File: src/rtl/multiplier_controller.sv
// multiplier_controller: sequences load, WIDTH add/shift iterations and completion for a shift-add multiplier
module multiplier_controller #(
  parameter int WIDTH = 32,
  parameter int CNT_W = 6
) (
  input  logic             clk,
  input  logic             Reset,
  input  logic             Run,
  input  logic             LSB,
  output logic             W_ctrl,
  output logic             P_load,
  output logic             ADDU_ctrl,
  output logic             SRL_ctrl,
  output logic             Busy,
  output logic             Ready,
  output logic [CNT_W-1:0] Iter
);
  typedef enum logic [1:0] {IDLE, LOAD, CALC, DONE} state_t;
  localparam logic [CNT_W-1:0] LAST = CNT_W'(WIDTH - 1);
  localparam logic [4:0] C_LOAD = 5'b11010;
  localparam logic [4:0] C_CALC = 5'b00110;
  localparam logic [4:0] C_DONE = 5'b00001;
  state_t state;
  logic [4:0] ctl;
  assign {W_ctrl, P_load, SRL_ctrl, Busy, Ready} = ctl;
  // SRL_ctrl is high exactly in CALC, so it doubles as the state qualifier here
  assign ADDU_ctrl = SRL_ctrl & LSB;
  always_ff @(posedge clk) begin
    if (!Reset) begin
      state <= IDLE;
      Iter  <= '0;
      ctl   <= '0;
    end else begin
      case (state)
        IDLE: begin
          state <= Run ? LOAD : IDLE;
          ctl   <= Run ? C_LOAD : '0;
        end
        LOAD: begin
          state <= CALC;
          Iter  <= '0;
          ctl   <= C_CALC;
        end
        CALC: begin
          Iter  <= Iter + 1'b1;
          state <= (Iter == LAST) ? DONE : CALC;
          ctl   <= (Iter == LAST) ? C_DONE : C_CALC;
        end
        DONE: begin
          state <= IDLE;
          ctl   <= '0;
        end
        default: begin
          state <= IDLE;
          ctl   <= '0;
        end
      endcase
    end
  end
endmodule

File: config.mk
export PLATFORM = sky130hd
export DESIGN_NAME = multiplier_controller
export DESIGN_NICKNAME = d
export VERILOG_FILES = /design/src/rtl/multiplier_controller.sv
export SDC_FILE = /design/constraint.sdc
export NUM_CORES = 1
export LEC_CHECK = 0
export CAP_MARGIN = 10
export CORE_AREA = 2 2 39 41
export DETAILED_ROUTE_END_ITERATION = 8
export DIE_AREA = 0 0 41 43
export GPL_ROUTABILITY_DRIVEN = 0
export PLACE_DENSITY = 0.64
export SYNTH_ARGS = -nofsm -noshare
export SYNTH_HDL_FRONTEND = slang
export SYNTH_SLANG_ARGS = --single-unit
File: constraint.sdc
create_clock -name clk -period 2.4 [get_ports clk]
set_input_delay 0.48 -clock clk [delete_from_list [all_inputs] [get_ports clk]]
set_output_delay 0.48 -clock clk [all_outputs]
set_load 0.05 [all_outputs]
* Word-level counts from Yosys, hierarchy flattened *
Index checks and enable logic that the tools add are counted.

operators by class
  add/subtract/negate cells = 1
  equal/unequal tests = 4
  muxes and demuxes = 7
  bitwise operators = 1
  reduce and logical (&&, ||, !) cells = 2

operator list
  operator                                                          count
  5-bit one-hot mux with 4 select lines                             1
  6-bit one-hot mux with 2 select lines                             1
  2-bit one-hot mux with 4 select lines                             1
  6-bit by 1-bit adder with 6-bit output (second input constant)    1
  6-bit by 5-bit == test with 1-bit output (second input constant)  1
  5-bit 2-to-1 mux                                                  1
  2-bit == test (second input constant)                             2
  3-bit 2-to-1 mux                                                  1
  2-bit by 1-bit == test with 1-bit output (second input constant)  1
  2-bit zero test                                                   1
  1-bit 2-to-1 mux                                                  2
  2-bit nonzero test                                                1
  1-bit bitwise AND                                                 1

storage, ports and cells
  register bits after elaboration = 13
  output and inout bits = 12

* Longest topological paths before layout *
Gate-level depths: netlist of the first run.

  depth in word-level cells = 3
  gate-level depth with buffers = 6
  gate-level depth less buffers = 5

* Least setup slack after synthesis of the first run *
OpenSTA, ideal clock, no wires.

  kind = register -> register
  start = register Iter[0]
  end = register state[0]
  library setup time = 0.088 ns
  arrival time = 1.500 ns
  path slack = 0.812 ns
  stages on the path, launching flop included = 5
  clock period less this slack = 1.588 ns
  cell sequence = dfxtp_1 -> ha_1 -> nand3b_1 -> or2_1 -> o32ai_2

on the way
  cells in the longest elaborated chain, start to end = 3

RTL lines
  element                                   line  text
  start, declared                           16    output logic [CNT_W-1:0] Iter
  start signal, assigned                    45    Iter <= Iter + 1'b1;
  6-bit by 5-bit == test with 1-bit output  46    state <= (Iter == LAST) ? DONE : CALC;
  1-bit 2-to-1 mux                          46
  2-bit one-hot mux with 4 select lines     34    case (state)
  end signal, assigned                      36    state <= Run ? LOAD : IDLE;
  end signal, assigned                      46
  end, declared                             23    state_t state;

No other way between the ends.
A chain may end at the register's enable or synchronous reset.

* Final worst setup path of the first run *
  start = register Iter[2]
  end = output port Iter[2]

No word-level cell between the ends.

==> flow_summary_export.csv, run 1 <==
group,metric,value,unit
sta,fmax,0.495,GHz
power_and_ir_drop,clkPwrFrac,34.2,%
power_and_ir_drop,swShare,28.6,%
worst_setup_path,r2r_cells,5,
routing,met1_length,394,µm
worst_setup_path,startpoint,"Iter[2]$_SDFFE_PN0P_",
clocking,postCtsSetupRepairBufs,0,
worst_setup_path,worstPathCellList,"clkdlybuf4s50_1",
power_and_ir_drop,p_seq_share,45.8,%
routing,top_layer,"met4",
power_and_ir_drop,ir_drop,0.338,mV
routing,ant_nets,0,
worst_setup_path,start_kind,"register",
clocking,root_buffer,"clkbuf_4",
global_routing,grt_pass1_vias,359,
power_and_ir_drop,power,472,µW
power_and_ir_drop,power_switching,135,µW
place,hpwl,674,µm
clocking,numCtsBuffers,3,
cells_and_area,drive_above_1_share,12.9,%
outcome,status,"completed",
power_and_ir_drop,internal-power,337,µW
worst_setup_path,path_delay_family,"buffers and inverters",
clocking,cts_tree,"yes",
worst_setup_path,critical_path_buf_inv_count,1,
clocking,htree_levels,1,
yosys,synthCells,53,
yosys,yosysSeqAreaShare,47.1,%
clocking,clk_pin_slew_worst_paths,80,ps
sta,relSlewSlack,61.1,%
routing,dr.pass1.iters,2,
worst_setup_path,r2r_end,"Iter[4]$_SDFFE_PN0P_",
worst_setup_path,rr_startpoint,"state[1]$_SDFF_PN0_",
global_routing,grt_pass1_wl,1.43,mm
routing,num_vias,400,
global_routing,antenna_found_initial,0,
floorplan,rows,14,
floorplan,io_pins,16,
floorplan,coreArea,1380,µm²
place,io_buffers,15,
yosys,synth_nets,60,
power_and_ir_drop,leakagePower,0.275,nW
hold_path,hp-class,"reg2reg",
routing,dr_wl_met3,81,µm
sta,hold_violations,0,
yosys,yosysWarnings,0,
worst_setup_path,critPathMaxFanout,5,
cells_and_area,synthToLayoutAreaGrowth,38.7,%
sta,post-route-min-period,2020,ps
worst_setup_path,slowest_stage,"clkdlybuf4s50_1",
sta,slew_viol_final,0,
routing,dr.first_iter.drc_count,7,
floorplan,dieArea,1760,µm²
yosys,ys_types,23,
floorplan,initial_core_util,36.9,%
worst_setup_path,critPathMaxStageDelay,840,ps
yosys,synth.avg_cell_area,9.63,µm²
flow_run,cap_violations,0,
worst_setup_path,path_class,"reg2out",
routing,avgRoutedWirePerCell,10.3,µm
cells_and_area,layout_commonest_cell,"clkdlybuf4s50_1",
worst_setup_path,critical_path_required,1920,ps
sta,setup_tns,0,ps
routing,drc_errors,0,
sta,finalClockSkew,0.705,ps
sta,fin_crit_sh,84.1,%
worst_setup_path,endpoint,"Iter[2]",
routing,viasPerCell,4.65,
cells_and_area,finish.net_count,78,
power_and_ir_drop,power_density,667,nW/µm²
cells_and_area,layout_common_cells,"clkdlybuf4s50_1 (14), dfxtp_1 (12), nor2_1 (6)",
yosys,synth-seq-cells,12,
worst_setup_path,crit_cells,1,
routing,route.met2.wl,400,µm
cells_and_area,antenna_cells,0,
worst_setup_path,r2r_slack,780,ps
sta,whs,495,ps
clocking,clkLatencyLatePin,270,ps
hold_path,worstHoldPathCells,2,
sta,setup_viol,0,
clocking,cts_resized,0,
global_routing,grt_usage,12.4,%
power_and_ir_drop,combPwrFrac,20.0,%
routing,routed_wl,890,µm
sta,worst_pin_slew,578,ps
worst_setup_path,arrival,1540,ps
yosys,syn_area,510,µm²
global_routing,grt_overflow,0,
floorplan,die_w,41,µm
sta,rsz0062_at_grt,"false",
floorplan,die_h,43,µm
clocking,clock_sinks,12,
worst_setup_path,cp-end-kind,"output port",
global_routing,grt_max_degree,9,
clocking,clockBufferDepth,2,
clocking,ctsHoldBuffers,0,
## how the worst min path moves through the flow
stage / startpoint / endpoint / slack (ps)
after floorplan: state[0]$_SDFF_PN0_ / ctl[2]$_SDFF_PN0_ / 460
after global placement: Iter[5]$_SDFFE_PN0P_ / Iter[5]$_SDFFE_PN0P_ / 490
after detailed placement: state[0]$_SDFF_PN0_ / ctl[2]$_SDFF_PN0_ / 490
after CTS: state[0]$_SDFF_PN0_ / ctl[2]$_SDFF_PN0_ / 500
after global routing: state[0]$_SDFF_PN0_ / ctl[2]$_SDFF_PN0_ / 520
final: state[0]$_SDFF_PN0_ / ctl[2]$_SDFF_PN0_ / 500
## power by group through the flow
stage	combinational [mW]	clock (mW)	sequential, mW
3_5_place_dp	0.0950	0	0.221
2_1_floorplan	0.0471	0	0.245
6_report	0.0943	0.162	0.216
3_3_place_gp	0.0947	0	0.221
5_1_grt	0.102	0.176	0.218
4_1_cts	0.0957	0.167	0.217
## final cells by class
type | count | area (µm²)
Tap cell | 16 | 20.0
Timing Repair Buffer | 15 | 160
Sequential cell | 12 | 240
Inverter | 4 | 15.0
Multi-Input combinational cell | 35 | 236
Clock buffer | 4 | 36.3
Fill cell | 134 | 676
## flip-flops by register name, summed over array words and instances, names as in the netlist
signal	cells
Iter	6
ctl	4
state	2
## cell usage after synthesis
library cell	n	area share (%)
dfxtp_1	12	47
nor2_1	6	4.4
nand2_1	5	3.7
inv_1	4	2.9
ha_1	3	7.4
xor2_1	3	5.1
a21oi_1	2	2.0
a31oi_1	2	2.5
o21ai_0	2	2.0
and2_1	1	1.2
and2_2	1	1.5
and2b_2	1	1.7
buf_4	1	1.5
buf_6	1	2.2
nand3b_1	1	1.5
nand4_1	1	1.2
nand4_2	1	2.5
nor3_1	1	0.98
o211ai_1	1	1.5
o32ai_2	1	3.2
or2_1	1	1.2
or3_1	1	1.2
xnor2_1	1	1.7
## per-stage QoR
step / setup WS [ps] / util, % / instance area, µm² / cells
4_1_cts: 368 / 51.2 / 708 / 86
5_1_grt: 326 / 51.2 / 708 / 86
6_report: 381 / 51.2 / 708 / 86
3_5_place_dp: 681 / 48.6 / 672 / 82
3_3_place_gp: 680 / 48.6 / 672 / 82
2_1_floorplan: 812 / - / 510 / 53
## logic make-up after synthesis
family | count (synthesis) | share of synthesized area, %
DFF | 12 | 47.1
buffers and inverters | 6 | 6.62
and+or+nand+nor | 20 | 21.1
AOI/OAI and AO/OA | 8 | 11.0
xor gates and xnor gates | 4 | 6.86
adders and majority gates | 3 | 7.35
## worst min-delay path: cells and delay by family, from the launching register on
family             cells  cell delay, ps
and+or+nand+nor        1              70
AOI/OAI and AO/OA      1              60
DFF                    1             310
## layer usage
layer,global-route usage [%],vias to the layer above
met1,15.2,174
met2,17.5,15
met5,0,-
met4,8.00,0
met3,4.71,2
li1,-,209
(Power assumes the default switching activity.)
==> run 2: changes to the inputs <==
clock period = 1.9 ns   (was 2.4 ns; I/O delays follow)
==> run 2 against run 1 <==
  * Global-route usage is 0.18 points higher
  * Final area decreased by 0.71%
  * Sequential cell count unchanged
  * Critical path depth did not move
  * Hold slack got worse by 6.1 ps
  * Largest cell class unchanged
  * Register-to-register slack worse by 400 ps
  * Clock-buffer cell count unchanged
  * Non-clock buffer count rose by 1
  * Clock skew increased by 5.4 ps
==> flow_summary_export.csv, run 2 (synthesis results as in run 1) <==
group,metric,value,unit
sta,relSlewSlack,67.1,%
global_routing,antenna_found_initial,0,
routing,routed_wl,919,µm
cells_and_area,reg.largest.list,"Iter x6, ctl x4, state x2",
global_routing,grt_usage,12.6,%
floorplan,dieArea,1760,µm²
power_and_ir_drop,clkPwrFrac,34.3,%
place,dp_slack,363,ps
sta,rsz0062_at_grt,"false",
clocking,cts_resized,0,
clocking,clockBufferDepth,2,
worst_setup_path,slowest_stage,"clkdlybuf4s50_1",
sta,finalClockSkew,6.07,ps
sta,post-route-min-period,1840,ps
worst_setup_path,start_kind,"register",
global_routing,grt_pass1_wl,1.46,mm
place,hpwl,690,µm
cells_and_area,final_area,703,µm²
global_routing,grt_overflow,0,
cells_and_area,synthToLayoutAreaGrowth,37.7,%
worst_setup_path,r2r_slack,380,ps
sta,worst_pin_slew,491,ps
routing,dr.pass1.iters,3,
clocking,cts_tree,"yes",
place,placed_area,667,µm²
worst_setup_path,arrival,1460,ps
routing,viasPerCell,4.83,
sta,setup_viol,0,
worst_setup_path,worstPathCellList,"clkdlybuf4s50_1",
routing,ant_nets,0,
global_routing,grt_pass1_vias,372,
clocking,root_buffer,"clkbuf_4",
worst_setup_path,r2r_cells,5,
sta,slew_viol_final,0,
worst_setup_path,critical_path_required,1520,ps
power_and_ir_drop,power_density,854,nW/µm²
routing,avgRoutedWirePerCell,10.6,µm
sta,fmax,0.543,GHz
worst_setup_path,critical_path_buf_inv_count,1,
global_routing,grt_max_degree,9,
power_and_ir_drop,leakagePower,0.290,nW
power_and_ir_drop,swShare,28.8,%
power_and_ir_drop,ir_drop,0.390,mV
hold_path,hold_path.startpoint,"state[0]$_SDFF_PN0_",
worst_setup_path,path_class,"reg2out",
routing,dr.first_iter.drc_count,8,
floorplan,rows,14,
power_and_ir_drop,power_switching,173,µW
worst_setup_path,path_delay_family,"buffers and inverters",
worst_setup_path,cp-end-kind,"output port",
power_and_ir_drop,p_seq_share,45.4,%
cells_and_area,layout_commonest_cell,"dfxtp_1",
clocking,clock_sinks,12,
cells_and_area,drive_above_1_share,21.1,%
sta,hold_violations,0,
place,io_buffers,15,
cells_and_area,largest_reg_flops,6,
worst_setup_path,rr_startpoint,"state[1]$_SDFF_PN0_",
clocking,numCtsBuffers,3,
cells_and_area,antenna_cells,0,
flow_run,cap_violations,0,
sta,setup_tns,0,ps
cells_and_area,layout_common_cells,"dfxtp_1 (12), clkdlybuf4s50_1 (9), nor2_1 (6), buf_4 (6), nand2_1 (5)",
hold_path,hold-path-endpoint,"ctl[2]$_SDFF_PN0_",
cells_and_area,finish.net_count,79,
floorplan,coreArea,1380,µm²
worst_setup_path,critPathMaxStageDelay,810,ps
sta,fin_crit_sh,96.8,%
clocking,ctsHoldBuffers,0,
power_and_ir_drop,combPwrFrac,20.2,%
clocking,htree_levels,1,
clocking,postCtsSetupRepairBufs,0,
clocking,clk_pin_slew_worst_paths,80,ps
floorplan,initial_core_util,36.9,%
hold_path,hp-class,"reg2reg",
routing,num_vias,420,
cells_and_area,n_fill_cell,136,
floorplan,die_h,43,µm
sta,setup_ws,59.9,ps
outcome,status,"completed",
cells_and_area,largest_register,"Iter",
worst_setup_path,critPathMaxFanout,4,
worst_setup_path,r2r_end,"Iter[5]$_SDFFE_PN0P_",
floorplan,die_w,41,µm
clocking,clkLatencyLatePin,280,ps
floorplan,io_pins,16,
power_and_ir_drop,internal-power,427,µW
hold_path,worstHoldPathCells,2,
routing,drc_errors,0,
## run 2: changes by cell type in the layout (fill, tap and decap cells not counted)
| cell | change |
|---|---|
| clkdlybuf4s50_1 | -5 |
| buf_4 | +6 |
## run 2: routing by layer
layer	vias to the layer above	part of all wire, %	GRT usage (%)
met2	15	45	19.1
met3	2	7.3	4.71
met1	190	46	15.1
met4	0	1.5	6.00
met5	-	0	0
li1	213	-	-
## run 2: worst max path at each step
stage	end	depth (start not counted)	from	slack, ps
after global routing	Iter[5]	1	Iter[5]$_SDFFE_PN0P_	5
after CTS	Iter[5]	1	Iter[5]$_SDFFE_PN0P_	50
final	Iter[5]	1	Iter[5]$_SDFFE_PN0P_	60
after detailed placement	Iter[5]	1	Iter[5]$_SDFFE_PN0P_	360
after global placement	Iter[5]	1	Iter[5]$_SDFFE_PN0P_	370
after floorplan	state[0]$_SDFF_PN0_	4	Iter[0]$_SDFFE_PN0P_	310
## run 2: power by group through the flow
stage                     clock network [mW]  registers [mW]  logic [mW]
after floorplan                            0           0.309      0.0595
after global placement                     0           0.279       0.123
after CTS                              0.214           0.273       0.123
after detailed placement                   0           0.279       0.122
final                                  0.206           0.273       0.121
after global routing                   0.225           0.275       0.133
## run 2: layout make-up
class	count	area (µm²)	share of cell area [%]
multi-input combinational	35	236	33.6
clock buffer	4	36.3	5.16
tap	16	20.0	2.85
inverter	4	15.0	2.14
sequential	12	240	34.2
timing repair buffer	16	155	22.1
## run 2: stage by stage
step,total power [mW],instances,hold slack (ps),utilization [%]
finish,0.601,87,489,50.8
global placement,0.402,83,492,48.2
CTS,0.609,87,500,50.8
global route,0.633,87,528,50.8
floorplan,0.368,53,459,-
detailed placement,0.401,83,487,48.2
## run 2: worst min-delay path, delay by kind of cell, from the launching register on
family | cells | cell delay, ps
compound gates | 1 | 60
flops | 1 | 320
simple gates | 1 | 70
==> run 3: changes to the inputs <==
CORE_AREA = 2 2 40 42   (was 2 2 39 41)
DIE_AREA = 0 0 42 44   (was 0 0 41 43)
PLACE_DENSITY = 0.61   (was 0.64)
RECOVER_POWER = 50   (was unset)
SKIP_CTS_REPAIR_TIMING = 1   (was unset)
==> run 3 against run 2 <==
  * Clock power barely moved
  * Total power fell by 1.7%
  * Largest cell class unchanged
  * Final area decreased by 4.3%
==> flow_summary_export.csv, run 3 (synthesis results as in run 1) <==
group,metric,value,unit
routing,ant_nets,0,
worst_setup_path,r2r_cells,5,
power_and_ir_drop,ir_drop,0.348,mV
worst_setup_path,slowest_stage,"clkdlybuf4s50_1",
global_routing,grt_pass1_vias,361,
routing,dr.first_iter.drc_count,5,
clocking,numCtsBuffers,3,
worst_setup_path,path_delay_family,"buffers and inverters",
worst_setup_path,path_class,"reg2out",
sta,setup_tns,0,ps
routing,avgRoutedWirePerCell,9.97,µm
worst_setup_path,critPathMaxFanout,4,
worst_setup_path,critical_path_required,1520,ps
sta,relSlewSlack,60.4,%
power_and_ir_drop,power_density,877,nW/µm²
global_routing,grt_overflow,0,
floorplan,coreArea,1420,µm²
sta,setup_viol,0,
floorplan,rows,14,
place,io_buffers,15,
worst_setup_path,worstPathCellList,"clkdlybuf4s50_1",
worst_setup_path,r2r_end,"Iter[5]$_SDFFE_PN0P_",
sta,slew_viol_final,0,
hold_path,hp-class,"reg2reg",
routing,num_vias,410,
cells_and_area,reg.largest.list,"Iter x6, ctl x4, state x2",
hold_path,hold-path-endpoint,"ctl[2]$_SDFF_PN0_",
worst_setup_path,arrival,1450,ps
clocking,cts_tree,"yes",
sta,whs,493,ps
clocking,clock_sinks,12,
sta,worst_pin_slew,597,ps
sta,fmax,0.546,GHz
global_routing,antenna_found_initial,0,
clocking,clkLatencyLatePin,280,ps
sta,finalClockSkew,0.441,ps
cells_and_area,largest_reg_flops,6,
global_routing,grt_max_degree,9,
cells_and_area,final_area,673,µm²
floorplan,die_h,44,µm
sta,rsz0062_at_grt,"false",
sta,hold_violations,0,
hold_path,hold_path.startpoint,"state[0]$_SDFF_PN0_",
cells_and_area,finish.net_count,79,
power_and_ir_drop,power,590,µW
floorplan,io_pins,16,
cells_and_area,synthToLayoutAreaGrowth,31.9,%
worst_setup_path,rr_startpoint,"state[1]$_SDFF_PN0_",
floorplan,dieArea,1850,µm²
clocking,htree_levels,1,
routing,dr.pass1.iters,4,
worst_setup_path,cp-end-kind,"output port",
worst_setup_path,critical_path_buf_inv_count,1,
routing,viasPerCell,4.71,
worst_setup_path,r2r_slack,350,ps
place,hpwl,668,µm
sta,post-route-min-period,1830,ps
place,placed_area,667,µm²
cells_and_area,n_fill_cell,139,
cells_and_area,layout_common_cells,"dfxtp_1 (12), clkdlybuf4s50_1 (9), nor2_1 (6), clkbuf_1 (6), nand2_1 (5)",
floorplan,initial_core_util,36.0,%
sta,fin_crit_sh,96.4,%
flow_run,cap_violations,0,
routing,drc_errors,0,
cells_and_area,largest_register,"Iter",
routing,routed_wl,867,µm
clocking,clk_pin_slew_worst_paths,70,ps
worst_setup_path,start_kind,"register",
cells_and_area,drive_above_1_share,11.3,%
hold_path,worstHoldPathCells,2,
worst_setup_path,critPathMaxStageDelay,810,ps
global_routing,grt_pass1_wl,1.45,mm
outcome,status,"completed",
clocking,clockBufferDepth,2,
cells_and_area,layout_commonest_cell,"dfxtp_1",
global_routing,grt_usage,11.1,%
clocking,root_buffer,"clkbuf_4",
cells_and_area,antenna_cells,0,
power_and_ir_drop,leakagePower,0.264,nW
floorplan,die_w,42,µm
==> run 3: layout make-up <==
type	count	area (µm²)	area share, %
Clock buffer	4	36.3	5.39
Inverter	4	15.0	2.23
Multi-Input combinational cell	35	229	34.0
Sequential cell	12	240	35.7
Tap cell	16	20.0	2.97
Timing Repair Buffer	16	133	19.7
==> run 3: worst max-delay path by stage <==
stage / start / end / slack [ps] / cells after the start
after global placement: state[1]$_SDFF_PN0_ / Iter[5]$_SDFFE_PN0P_ / 360 / 5
after detailed placement: Iter[5]$_SDFFE_PN0P_ / Iter[5] / 370 / 1
after global routing: Iter[5]$_SDFFE_PN0P_ / Iter[5] / 40 / 1
final: Iter[5]$_SDFFE_PN0P_ / Iter[5] / 70 / 1
after CTS: Iter[5]$_SDFFE_PN0P_ / Iter[5] / 50 / 1
after floorplan: Iter[0]$_SDFFE_PN0P_ / state[0]$_SDFF_PN0_ / 310 / 4
==> run 3: layer usage <==
layer  global-route usage, %  vias up  wire length [µm]
met1                    13.7      177               431
met3                    2.92        5                50
met4                    11.6        0                37
met2                    15.0       16               347
met5                       0        -                 0
li1                        -      212                 -
==> run 3: power by group <==
group,internal [mW],switching (mW)
Sequential,0.264,0.00853
Combinational,0.0406,0.0732
Clock,0.117,0.0875
==> run 3: stage by stage <==
stage	setup WS, ps	utilization, %	instances
after global routing	36.0	47.4	87
after CTS	51.6	49.6	87
after detailed placement	369	47.0	83
after floorplan	312	-	53
after global placement	365	47.0	83
final	67.6	47.4	87
